## src/rtl/hazard_control_unit.sv

```systemverilog
// Pipeline sequencing controller: load-use stalls, branch flushes, data-memory
// wait states, debug halt/single-step and saturating stall/flush counters.
//
//   state    | meaning
//   ---------+-----------------------------------------------------------
//   RUN      | normal issue; hazards resolved combinationally
//   MEM_WAIT | data memory busy; pipeline frozen until MEM_READY or timeout
//   HALTED   | debug halt or memory timeout; pipeline frozen
//   STEP     | one run-style cycle granted from HALTED by a DBG_STEP edge
module hazard_control_unit #(
  parameter int unsigned CNT_W       = 32,
  parameter int unsigned MEM_TIMEOUT = 15
) (
  input  logic             CLK,
  input  logic             RESET,
  input  logic [4:0]       RS1_ID,
  input  logic [4:0]       RS2_ID,
  input  logic             USES_RS1_ID,
  input  logic             USES_RS2_ID,
  input  logic [4:0]       RD_EX,
  input  logic             MEMREAD_EX,
  input  logic             BRANCH_TAKEN_EX,
  input  logic             MEM_REQ,
  input  logic             MEM_READY,
  input  logic             DBG_HALT,
  input  logic             DBG_STEP,
  output logic             PC_WRITE,
  output logic             IF_ID_WRITE,
  output logic             ID_EX_WRITE,
  output logic             EX_MEM_WRITE,
  output logic             IF_ID_FLUSH,
  output logic             ID_EX_FLUSH,
  output logic             MEM_WB_FLUSH,
  output logic             HALTED_O,
  output logic             MEM_ERROR,
  output logic [CNT_W-1:0] STALL_CYCLES,
  output logic [CNT_W-1:0] FLUSH_COUNT
);

  localparam int unsigned WAIT_W = (MEM_TIMEOUT < 2) ? 1 : $clog2(MEM_TIMEOUT);
  localparam logic [WAIT_W-1:0] WAIT_LAST = WAIT_W'(MEM_TIMEOUT - 1);
  localparam logic [CNT_W-1:0]  CNT_MAX   = '1;

  typedef enum logic [1:0] {
    ST_RUN      = 2'd0,
    ST_MEM_WAIT = 2'd1,
    ST_HALTED   = 2'd2,
    ST_STEP     = 2'd3
  } state_e;

  state_e            state_q, state_d;
  logic [WAIT_W-1:0] wait_cnt_q, wait_cnt_d;
  logic              mem_error_q, mem_error_d;
  logic              step_prev_q, step_prev_d;
  logic [CNT_W-1:0]  stall_cnt_q, stall_cnt_d;
  logic [CNT_W-1:0]  flush_cnt_q, flush_cnt_d;

  logic mem_busy;
  logic load_use;
  logic run_style;
  logic freeze;
  logic apply_branch;
  logic apply_load_use;
  logic step_edge;

  // Hazard classification for the current cycle.
  always_comb begin
    mem_busy = MEM_REQ & ~MEM_READY;
    load_use = MEMREAD_EX & (RD_EX != 5'd0) &
               ((USES_RS1_ID & (RS1_ID == RD_EX)) |
                (USES_RS2_ID & (RS2_ID == RD_EX)));
    run_style = (state_q == ST_RUN) | (state_q == ST_STEP) |
                ((state_q == ST_MEM_WAIT) & MEM_READY);
    freeze         = ~run_style | mem_busy;
    apply_branch   = ~freeze & BRANCH_TAKEN_EX;
    apply_load_use = ~freeze & ~BRANCH_TAKEN_EX & load_use;
    step_edge      = DBG_STEP & ~step_prev_q;
  end

  always_ff @(posedge CLK) begin
    if (RESET) begin
      state_q     <= ST_RUN;
      wait_cnt_q  <= '0;
      mem_error_q <= 1'b0;
      step_prev_q <= 1'b0;
      stall_cnt_q <= '0;
      flush_cnt_q <= '0;
    end else begin
      state_q     <= state_d;
      wait_cnt_q  <= wait_cnt_d;
      mem_error_q <= mem_error_d;
      step_prev_q <= step_prev_d;
      stall_cnt_q <= stall_cnt_d;
      flush_cnt_q <= flush_cnt_d;
    end
  end

  always_comb begin
    state_d     = state_q;
    wait_cnt_d  = wait_cnt_q;
    mem_error_d = mem_error_q;
    step_prev_d = DBG_STEP;
    unique case (state_q)
      ST_RUN, ST_STEP: begin
        if (mem_busy) begin
          state_d    = ST_MEM_WAIT;
          wait_cnt_d = '0;
        end else if (DBG_HALT) begin
          state_d = ST_HALTED;
        end else begin
          state_d = ST_RUN;
        end
      end
      ST_MEM_WAIT: begin
        if (!MEM_READY) begin
          // wait_cnt_q holds the number of not-ready cycles already completed
          if (wait_cnt_q == WAIT_LAST) begin
            mem_error_d = 1'b1;
            state_d     = ST_HALTED;
          end else begin
            wait_cnt_d = wait_cnt_q + WAIT_W'(1);
          end
        end else if (DBG_HALT) begin
          state_d = ST_HALTED;
        end else begin
          state_d = ST_RUN;
        end
      end
      ST_HALTED: begin
        if (!mem_error_q) begin
          if (!DBG_HALT) begin
            state_d = ST_RUN;
          end else if (step_edge) begin
            state_d = ST_STEP;
          end
        end
      end
      default: state_d = ST_RUN;
    endcase
  end

  always_comb begin
    stall_cnt_d = stall_cnt_q;
    flush_cnt_d = flush_cnt_q;
    if (!PC_WRITE && (state_q != ST_HALTED) && (stall_cnt_q != CNT_MAX)) begin
      stall_cnt_d = stall_cnt_q + CNT_W'(1);
    end
    if (apply_branch && (flush_cnt_q != CNT_MAX)) begin
      flush_cnt_d = flush_cnt_q + CNT_W'(1);
    end
  end

  // Pipeline controls; reset forces every stage to hold with a bubble.
  always_comb begin
    PC_WRITE     = 1'b1;
    IF_ID_WRITE  = 1'b1;
    ID_EX_WRITE  = 1'b1;
    EX_MEM_WRITE = 1'b1;
    IF_ID_FLUSH  = 1'b0;
    ID_EX_FLUSH  = 1'b0;
    MEM_WB_FLUSH = 1'b0;
    if (RESET) begin
      PC_WRITE     = 1'b0;
      IF_ID_WRITE  = 1'b0;
      ID_EX_WRITE  = 1'b0;
      EX_MEM_WRITE = 1'b0;
      IF_ID_FLUSH  = 1'b1;
      ID_EX_FLUSH  = 1'b1;
      MEM_WB_FLUSH = 1'b1;
    end else if (freeze) begin
      PC_WRITE     = 1'b0;
      IF_ID_WRITE  = 1'b0;
      ID_EX_WRITE  = 1'b0;
      EX_MEM_WRITE = 1'b0;
      MEM_WB_FLUSH = 1'b1;
    end else if (apply_branch) begin
      IF_ID_FLUSH = 1'b1;
      ID_EX_FLUSH = 1'b1;
    end else if (apply_load_use) begin
      PC_WRITE    = 1'b0;
      IF_ID_WRITE = 1'b0;
      ID_EX_FLUSH = 1'b1;
    end
  end

  always_comb begin
    HALTED_O     = (state_q == ST_HALTED) & ~RESET;
    MEM_ERROR    = mem_error_q & ~RESET;
    STALL_CYCLES = stall_cnt_q;
    FLUSH_COUNT  = flush_cnt_q;
  end

endmodule

```

## config.mk

```make
export PLATFORM = sky130hd
export DESIGN_NAME = hazard_control_unit
export DESIGN_NICKNAME = d
export VERILOG_FILES = /design/src/rtl/hazard_control_unit.sv
export SDC_FILE = /design/constraint.sdc
export NUM_CORES = 1
export LEC_CHECK = 0
export ABC_AREA = 1
export CAP_MARGIN = 20
export CORE_MARGIN = 2
export CORE_UTILIZATION = 40
export CTS_CLUSTER_DIAMETER = 50
export DETAILED_ROUTE_END_ITERATION = 6
export HOLD_SLACK_MARGIN = 0.08
export SLEW_MARGIN = 0
export SYNTH_ARGS = -nofsm -noshare
export SYNTH_HDL_FRONTEND = slang
export SYNTH_SLANG_ARGS = --single-unit
```

## constraint.sdc

```tcl
create_clock -name CLK -period 3.6 [get_ports CLK]
set_input_delay 0.9 -clock CLK [delete_from_list [all_inputs] [get_ports CLK]]
set_output_delay 0.9 -clock CLK [all_outputs]
set_load 0.01 [all_outputs]
```

* After elaboration in Yosys (flattened, before gate mapping) *
Index checks and enable logic that the tools add are counted.

operators by class
  add/sub/neg operators = 3
  eq/ne operators = 15
  mux-type cells = 27
  bitwise logic cells = 22
  reduce and logical (&&, ||, !) cells = 11

operator list
  cell                     number
  $add A32 B1 Y32 const B  2
  $ne A32 B32 Y1 const B   2
  $mux W1                  15
  $mux W2                  7
  $and A1 B1 Y1            12
  $mux W4                  3
  $eq A5 B5 Y1             2
  $ne A2 B2 Y1 const B     5
  $pmux W4 S2              1
  $not A1 Y1               6
  $pmux W2 S3              1
  $reduce_and A3 Y1        2
  $reduce_bool A5 Y1       1
  $add A4 B1 Y4 const B    1
  $eq A2 B2 Y1 const B     2
  $eq A4 B4 Y1 const B     1
  $or A1 B1 Y1             4
  $reduce_and A4 Y1        1
  $logic_and A1 B1 Y1      3
  $ne A3 B2 Y1 const B     1
  $ne A3 B3 Y1 const B     1
  $eq A2 B1 Y1 const B     1
  $logic_not A2 Y1         1
  $reduce_bool A2 Y1       1
  2 further kinds          2

storage, ports and cells
  bits in registers = 72
  input bits = 25
  output and inout port bits = 73
  logic and storage cells = 84

* Logic depth before layout (Yosys ltp) *
Gate-level depths: netlist of run 1.

  word-level depth = 15
  gate-level depth with buffers = 12
  gate-level depth less buffers = 12

* Least setup slack after synthesis of run 1 *
No wires, ideal clock.

  path type = input-to-output
  from = input MEM_READY
  to = output PC_WRITE
  arrival = 1.987 ns
  required time = 2.700 ns
  setup slack = 0.713 ns
  cell stages on the path = 10
  path buffers = 2
  cell sequence = inv_1 -> nand2_1 -> nand2_1 -> o21ai_1 -> inv_2 -> nor2_2 -> nand2_4 -> buf_2 -> inv_1 -> buf_4

between the ends
  word-level cells in the longest chain between the ends = 11
  elaborated cells on any way between the ends = 14
  classes of those cells = 4 x mux; 10 x bitwise

RTL lines
  what                        line    RTL
  start, declared             24      input logic MEM_READY,
  $and A1 B1 Y1               73      ((state_q == ST_MEM_WAIT) & MEM_READY);
  $or A1 B1 Y1                72      run_style = (state_q == ST_RUN) | (state_q == ST_STEP) |
  $not A1 Y1                  74      freeze = ~run_style | mem_busy;
  $or A1 B1 Y1 (*)            74
  $not A1 Y1                  75, 76
  $and A1 B1 Y1 (2 in a row)  76      apply_load_use = ~freeze & ~BRANCH_TAKEN_EX & load_use;
  $mux W1 (2 in a row)        --
  $mux W1 (*) (2 in a row)    --
  end, declared               27      output logic PC_WRITE,

Mark *: on every way between the ends. The rest lies on a longest branch, timed or not.

* Worst setup path after layout of run 1 *
  from = input RD_EX[4]
  to = output IF_ID_WRITE

between the ends
  word-level cells in the longest chain between the ends = 9
  elaborated cells on any way between the ends = 13
  classes of those cells = 2 x eq/ne; 4 x mux; 6 x bitwise; 1 x reduce/logical

RTL lines
  what                              line    RTL
  start, declared                   20      input logic [4:0] RD_EX,
  $eq A5 B5 Y1 (on tied branches)   70, 71
  $and A1 B1 Y1 (on tied branches)  70, 71
  $or A1 B1 Y1                      70      ((USES_RS1_ID & (RS1_ID == RD_EX)) |
  $and A1 B1 Y1 (*)                 69      load_use = MEMREAD_EX & (RD_EX != 5'd0) &
  $and A1 B1 Y1 (*)                 76
  $mux W1 (*)                       179     end else if (apply_load_use) begin
  $mux W1 (*)                       176     end else if (apply_branch) begin
  $mux W1 (*)                       170     end else if (freeze) begin
  $mux W1 (*)                       162     if (RESET) begin
  end, declared                     28      output logic IF_ID_WRITE,

Marked as above.

==> impl_results.md, run 1 <==
- Root buffer cell: clkbuf_16
- Final WL: roughly 14000 µm
- Vias/cell: between 4 and 5
- Final setup viols: 0
- R2R depth: 11
- DR top layer: met5
- Buffer depth of the longest clock path: 2
- Most common cell in the synthesized netlist: nand2_1
- Hold EP: mem_error_q
- GR Overflow Total: 0
- Initial DRT Pass Iterations: 5
- Clk Latency, worst-skew pair: 0.34 ns
- Skew final: ~0.0068 ns
- Die Width: ~120 µm
- Initial Utilization: 0.411
- Req. time, crit path: 2.70 ns
- Startpoint types: input port
- Post-synth ARST share: 0
- CP delay by family, top: buffers and inverters
- Initial antenna violation count: 1
- Synthesized cell area: a little under 5000 µm²
- Mapped Avg Cell Area: slightly above 6 µm²
- Hold slack final: roughly 0.48 ns
- I/O Pins: a little under 100
- Clock buffer count from CTS: 9
- Pleak: 0.00230 µW
- Setup TNS: 0 ns
- Placement Setup Slack: around 0.095 ns
- CP cell instances: clkdlybuf4s50_1 -> inv_1 -> nand2_1 -> nand2_1 -> nor2_1 -> nand3_1 -> nand2_1 -> nand2_1 -> nand2_4 -> inv_1 -> clkdlybuf4s50_1
- CTS tree: built
- Clk slew on worst S/H paths: ~0.050 ns
- Worst Path Arrival: about 2.6 ns
- Hold crit path type: reg2reg
- Row count: 40
- Main synth FF type: dfxtp_1
- Die area: 13300 µm²
- Area Overhead vs Synth: 27.8%
- I/O Buffers: between 90 and 100
- Final Hold Violating Endpoints: 0
- Netlist cell types: 35
- Worst setup EP type: output port
- Routed length on met1: roughly 6500 µm
- DRC errors left: 0
- Fmax: a little under 0.3 GHz
- H-Tree Level Count: 3
- Min-Delay Startpoint: mem_error_q
- Least-Margin Pin Slew: ~0.65 ns
- Non-filler instance count after layout: 1069
- First-pass GRT wire length: around 24000 µm
- Most numerous cell on the critical path: nand2_1
- Fillers: around 1200
- Placed cell count: 1054
- Share of cells above drive strength 1: 0.0943
- Crit-path max FO: 3
- Die Ht: 115 µm
- Core area: about 12000 µm²
- Hold_buf cts: 0
- Total number of vias: 5275
- VDD IR-drop max: roughly 0.22 mV
- Post-DP Area: between 6000 and 7000 µm²
- Metal3 WL: about 700 µm
- CP peak stage delay: roughly 0.50 ns
- Max-cap check violation count: 0
- Worst r2r src: STALL_CYCLES[0]
- Worst hold path depth: 2
- Sequential element share of the synthesized area: 0.291
- Fin nets: around 930
- Sink Count: 72
- Status: completed
- Wire length per cell: 13.5 µm
- Number of flops mapped to enable cells by yosys: 0
- # resized after CTS: 0
- Largest net degree at the start of global routing: 34
- Commonest cells in the synthesized netlist: 280 x nand2_1, 126 x nor2_1, 72 x dfxtp_1
- Worst setup path category: in2out
- Power per cell area: approximately 400 nW/µm²
- Area leader, netlist: dfxtp_1
- Top-area cell type share of the netlist area: 0.291
- Final worst-path cycle share: 0.964
- RSZ-0062 raised after global routing: no
- Critical path's slowest cell: clkdlybuf4s50_1
- Number of global-route vias before repair: 4927
- Synth warn: 0
- Relative slew slack: 0.563
- Finished Cell Area: ~6300 µm²
- Syn Nets: 835
- Minimum clock period: about 3.5 ns
- #FFs+latches synth: 72
- R2r setup slk: 1.23 ns
- Post-CTS setup buffer count: 0
- Cells taking the most area after synthesis: dfxtp_1 29%, nand2_1 21%, nor2_1 9.6%, nand3_1 5.2%, a21oi_2 5.1%
- Met2 wire len: ~6900 µm
- CP Buf/Inv Count: 4
- Initial detailed-routing violation count: a little under 300
- Final GP Congestion: 0.928
- Gr usage total: 0.224
- Worst r2r dst: STALL_CYCLES[12]
- Final WS setup: ~0.13 ns
- Post-DRT Antenna Nets: 0
- Post-DP HPWL: ~11000 µm
- Slew Viols, Final: 0
- Synth Instances: around 800
- Ant diodes: 0
tightest hold or removal path: stages, from the launching register on:
cell	delay, ns
dfxtp_1	0.29
inv_1	0.07
a21oi_1	0.06
per-layer routing:
layer,vias up,track usage
met1,2403,0.287
met2,127,0.378
met3,23,0.0438
met5,-,0
met4,2,0.0779
li1,2720,-
how the worst max path moves through the flow:
stage | start | to | slack [ns] | cells after the start
4_1_cts | MEM_READY | IF_ID_WRITE | 0.08 | 10
2_1_floorplan | MEM_READY | PC_WRITE | 0.71 | 10
3_5_place_dp | MEM_READY | IF_ID_WRITE | 0.09 | 10
6_report | RD_EX[4] | IF_ID_WRITE | 0.13 | 11
5_1_grt | RD_EX[3] | IF_ID_WRITE | 0.009 | 11
3_3_place_gp | MEM_READY | IF_ID_WRITE | 0.10 | 10
where the power goes:
part	switching [µW]	internal [µW]	total (µW)	leakage, µW
sequential	38.8	832	870	0.000581
combinational	526	260	786	0.00157
clock	342	519	862	0.000142
total	907	1610	2520	0.00230
area by class of cell:
| type | count | area (µm²) | share of cell area |
|---|---|---|---|
| multi-input combinational | 637 | 3090 | 0.488 |
| sequential | 72 | 1440 | 0.228 |
| timing repair buffer | 105 | 1030 | 0.163 |
| clock buffer | 13 | 270 | 0.0427 |
| inverter | 72 | 270 | 0.0427 |
| tap | 168 | 210 | 0.0332 |
| clock inverter | 2 | 13.8 | 0.00217 |
logic make-up (layout without fill, tap and decap cells):
| logic type | Yosys count | count (layout) | synth area share |
|---|---|---|---|
| and+or+nand+nor | 526 | 526 | 0.457 |
| xor gates and xnor gates | 26 | 26 | 0.0460 |
| buffers and inverters | 95 | 192 | 0.0859 |
| AOI/OAI and AO/OA | 79 | 79 | 0.105 |
| adders and majority gates | 6 | 6 | 0.0152 |
| DFF | 72 | 72 | 0.291 |
stage by stage:
| stage | power, µW | utilization |
|---|---|---|
| 2_1_floorplan | 1470 | - |
| 3_3_place_gp | 1650 | 0.500 |
| 3_5_place_dp | 1670 | 0.500 |
| 4_1_cts | 2540 | 0.524 |
| 5_1_grt | 2660 | 0.525 |
| 6_report | 2520 | 0.525 |
placed cells by master, fill, tap and decap left out, drive strengths merged:
cell type and count:
nor3b 5, clkdlybuf4s50 93, or2 1, xnor2 4
ha 6, clkbuf 13, nand3b 20, o221ai 1
nor2 134, nor3 15, dlymetal6s2s 3, o21ai 15
nand2 296, xor2 22, a21oi 58, buf 9
clkinv 2, a21boi 1, o21bai 1, nand3 51
inv 72, dfxtp 72, a211oi 3, nand4 4
flip-flops by register name, summed over array words and instances (netlist names):
register	flops
state_q	2
STALL_CYCLES	32
wait_cnt_q	4
step_prev_q	1
FLUSH_COUNT	32
mem_error_q	1
(Power assumes the default switching activity.)
==> inputs of run 2 (changes only) <==
--- a/config.mk
+++ b/config.mk
@@ -12,7 +12,7 @@
 export CTS_CLUSTER_DIAMETER = 50
 export DETAILED_ROUTE_END_ITERATION = 6
 export HOLD_SLACK_MARGIN = 0.08
-export SLEW_MARGIN = 0
+export SLEW_MARGIN = 20
 export SYNTH_ARGS = -nofsm -noshare
 export SYNTH_HDL_FRONTEND = slang
 export SYNTH_SLANG_ARGS = --single-unit
==> results of run 2 <==
Final layout, timing and power as in run 1 (identical DEF).
==> inputs of run 3 (changes only) <==
--- a/config.mk
+++ b/config.mk
@@ -7,7 +7,7 @@
 export LEC_CHECK = 0
 export ABC_AREA = 1
 export CAP_MARGIN = 20
-export CORE_MARGIN = 2
+export CORE_MARGIN = 1
 export CORE_UTILIZATION = 40
 export CTS_CLUSTER_DIAMETER = 50
 export DETAILED_ROUTE_END_ITERATION = 6
==> run 3 against run 2 <==
Wire length is 0.69% lower; first-iteration DRC count is 9.1% higher; clock power rose by 6.4%; critical path type unchanged; largest power group is now the clock network.
==> impl_results.md, run 3 (synthesized netlist as in run 1, its figures left out) <==
- Skew final: 0.00962 ns (+0.00285 ns)
- Initial DRT Pass Iterations: 5 (unchanged)
- Sequential share of power: 0.338 (-0.008)
- Worst setup path category: in2out
- Placement Setup Slack: 0.0834 ns (-0.0114 ns)
- CP peak stage delay: 0.52 ns (+0.02 ns)
- Wire length per cell: 13.4 µm (-0.69%)
- Clk slew on worst S/H paths: 0.06 ns (about the same)
- Switching power: 911 µW (+0.39%)
- Root buffer cell: clkbuf_16
- Power per cell area: 405 nW/µm² (+1.9%)
- Minimum clock period: 3.47 ns (-0.00659 ns)
- Row count: 40 (unchanged)
- Initial Utilization: 0.411 (unchanged)
- Clk Latency, worst-skew pair: 0.34 ns (about the same)
- Die Ht: 113 µm (-1.7%)
- Final worst-path cycle share: 0.963 (-0.00183)
- I/O Buffers: 97 (unchanged)
- Clock power frac: 0.356 (+0.014)
- Slew Viols, Final: 0 (unchanged)
- Worst Path Arrival: 2.57 ns (about the same)
- Hold crit path type: reg2reg
- Critical path's slowest cell: clkdlybuf4s50_1
- Final setup viols: 0 (unchanged)
- VDD IR-drop max: 0.272 mV (+26%)
- Final WS setup: 0.135 ns (+0.00659 ns)
- Largest net degree at the start of global routing: 38 (+12%)
- Crit-path max FO: 3 (unchanged)
- Post-DRT Antenna Nets: 0 (unchanged)
- GR Overflow Total: 0 (unchanged)
- Fin nets: 928 (unchanged)
- Final Hold Violating Endpoints: 0 (unchanged)
- Pleak: 0.00232 µW (+0.97%)
- Buffer depth of the longest clock path: 2 (unchanged)
- Req. time, crit path: 2.70 ns (about the same)
- Setup TNS: 0 ns (unchanged)
- Initial antenna violation count: 1 (unchanged)
- Number of global-route vias before repair: 5087 (+3.2%)
- Startpoint types: input port
- Commonest non-fill, non-tap cells in the layout: 280 x nand2_1, 126 x nor2_1, 92 x clkdlybuf4s50_1
- Post-DP HPWL: 10600 µm (-1.4%)
- First-pass GRT wire length: 23500 µm (-0.55%)
- Comb pwr share: 0.306 (-0.006)
- Fillers: 1209 (-2.5%)
- Max-cap check violation count: 0 (unchanged)
- CP cell instances: clkdlybuf4s50_1 -> inv_1 -> nand2_1 -> nand2_1 -> o21ai_2 -> inv_2 -> nor2_2 -> buf_4 -> clkdlybuf4s50_1
- Final WL: 14300 µm (-0.69%)
- Status: completed
- Final GP Congestion: 0.890 (-4.1%)
- Fmax: 0.289 GHz (+0.19%)
- Die Width: 113 µm (-1.7%)
- Core area: 12100 µm² (unchanged)
- Least-Margin Pin Slew: 0.651 ns (-0.00283 ns)
- Switching Share: 0.354 (-0.00632)
- CP delay by family, top: buffers and inverters
- Total power draw: 2570 µW (+2.2%)
- Int Power: 1660 µW (+3.2%)
- Post-CTS setup buffer count: 0 (unchanged)
- R2r setup slk: 1.20 ns (-0.03 ns)
- Gr usage total: 0.230 (+0.00579)
- CP Buf/Inv Count: 5 (+1)
- Die area: 12800 µm² (-3.4%)
- Area Overhead vs Synth: 28.1%
- Clock buffer count from CTS: 9 (unchanged)
- Relative slew slack: 0.565 (+0.00189)
- I/O Pins: 98 (unchanged)
- Sink Count: 72 (unchanged)
- Total number of vias: 5302 (+0.51%)
- Commonest non-fill, non-tap cell in the layout: nand2_1
- Worst setup EP type: output port
- Initial detailed-routing violation count: 323 (+9.1%)
- Share of cells above drive strength 1: 0.0943 (unchanged)
- Vias/cell: 4.96 (+0.51%)
- RSZ-0062 raised after global routing: no
- CTS tree: built
- Register area: 1440 µm² (unchanged)
- Ant diodes: 0 (unchanged)
- Multi-input logic area: 3090 µm² (about the same)
- DRC errors left: 0 (unchanged)
- H-Tree Level Count: 3 (unchanged)
-- run 3: final timing paths --
kind | from | endpoint | cells past startpoint
worst min-delay path | state_q[0] | state_q[0] | 2
worst min register to register | state_q[0] | state_q[0] | 2
worst max register to register | STALL_CYCLES[0] | STALL_CYCLES[10] | 11
worst max-delay path | MEM_READY | ID_EX_WRITE | 9
-- run 3: final cells by class --
type	instances	share of cell area
tap	168	0.0331
multi-input combinational	637	0.487
sequential	72	0.227
clock buffer	13	0.0410
timing repair buffer	105	0.163
inverter	72	0.0426
clock inverter	2	0.00611
-- run 3: power by group through the flow --
stage / logic, µW / registers (µW) / clock network [µW]
final: 786 / 870 / 917
after global routing: 864 / 874 / 967
after CTS: 792 / 869 / 937
after detailed placement: 790 / 887 / 0
after global placement: 773 / 884 / 0
after floorplan: 585 / 885 / 0
-- run 3: what timing repair did --
item	CTS	global route
setup endpoints to repair	0	3
gates resized for setup	0	5
hold buffers	0	0
hold endpoints to repair	0	0
-- run 3: worst min-delay path, stage by stage (launching register included) --
cell     delay [ns]
dfxtp_1        0.31
inv_1          0.07
a21oi_1        0.07
-- run 3: routing by layer --
| layer | global-route usage | vias to the layer above | share of wire |
|---|---|---|---|
| met2 | 0.398 | 134 | 0.47 |
| met1 | 0.276 | 2413 | 0.46 |
| met4 | 0.112 | 2 | 0.029 |
| met3 | 0.0391 | 29 | 0.042 |
| li1 | - | 2724 | - |
| met5 | 0 | - | 0.00084 |
-- run 3: through the flow --
| stage | utilization | hold slack, ns | instance area, µm² | std cells |
|---|---|---|---|---|
| after global routing | 0.526 | 0.526 | 6350 | 1069 |
| after floorplan | - | 0.454 | 4950 | 804 |
| final | 0.526 | 0.494 | 6350 | 1069 |
| after CTS | 0.525 | 0.494 | 6330 | 1069 |
| after global placement | 0.500 | 0.472 | 6030 | 1054 |
| after detailed placement | 0.500 | 0.484 | 6030 | 1054 |
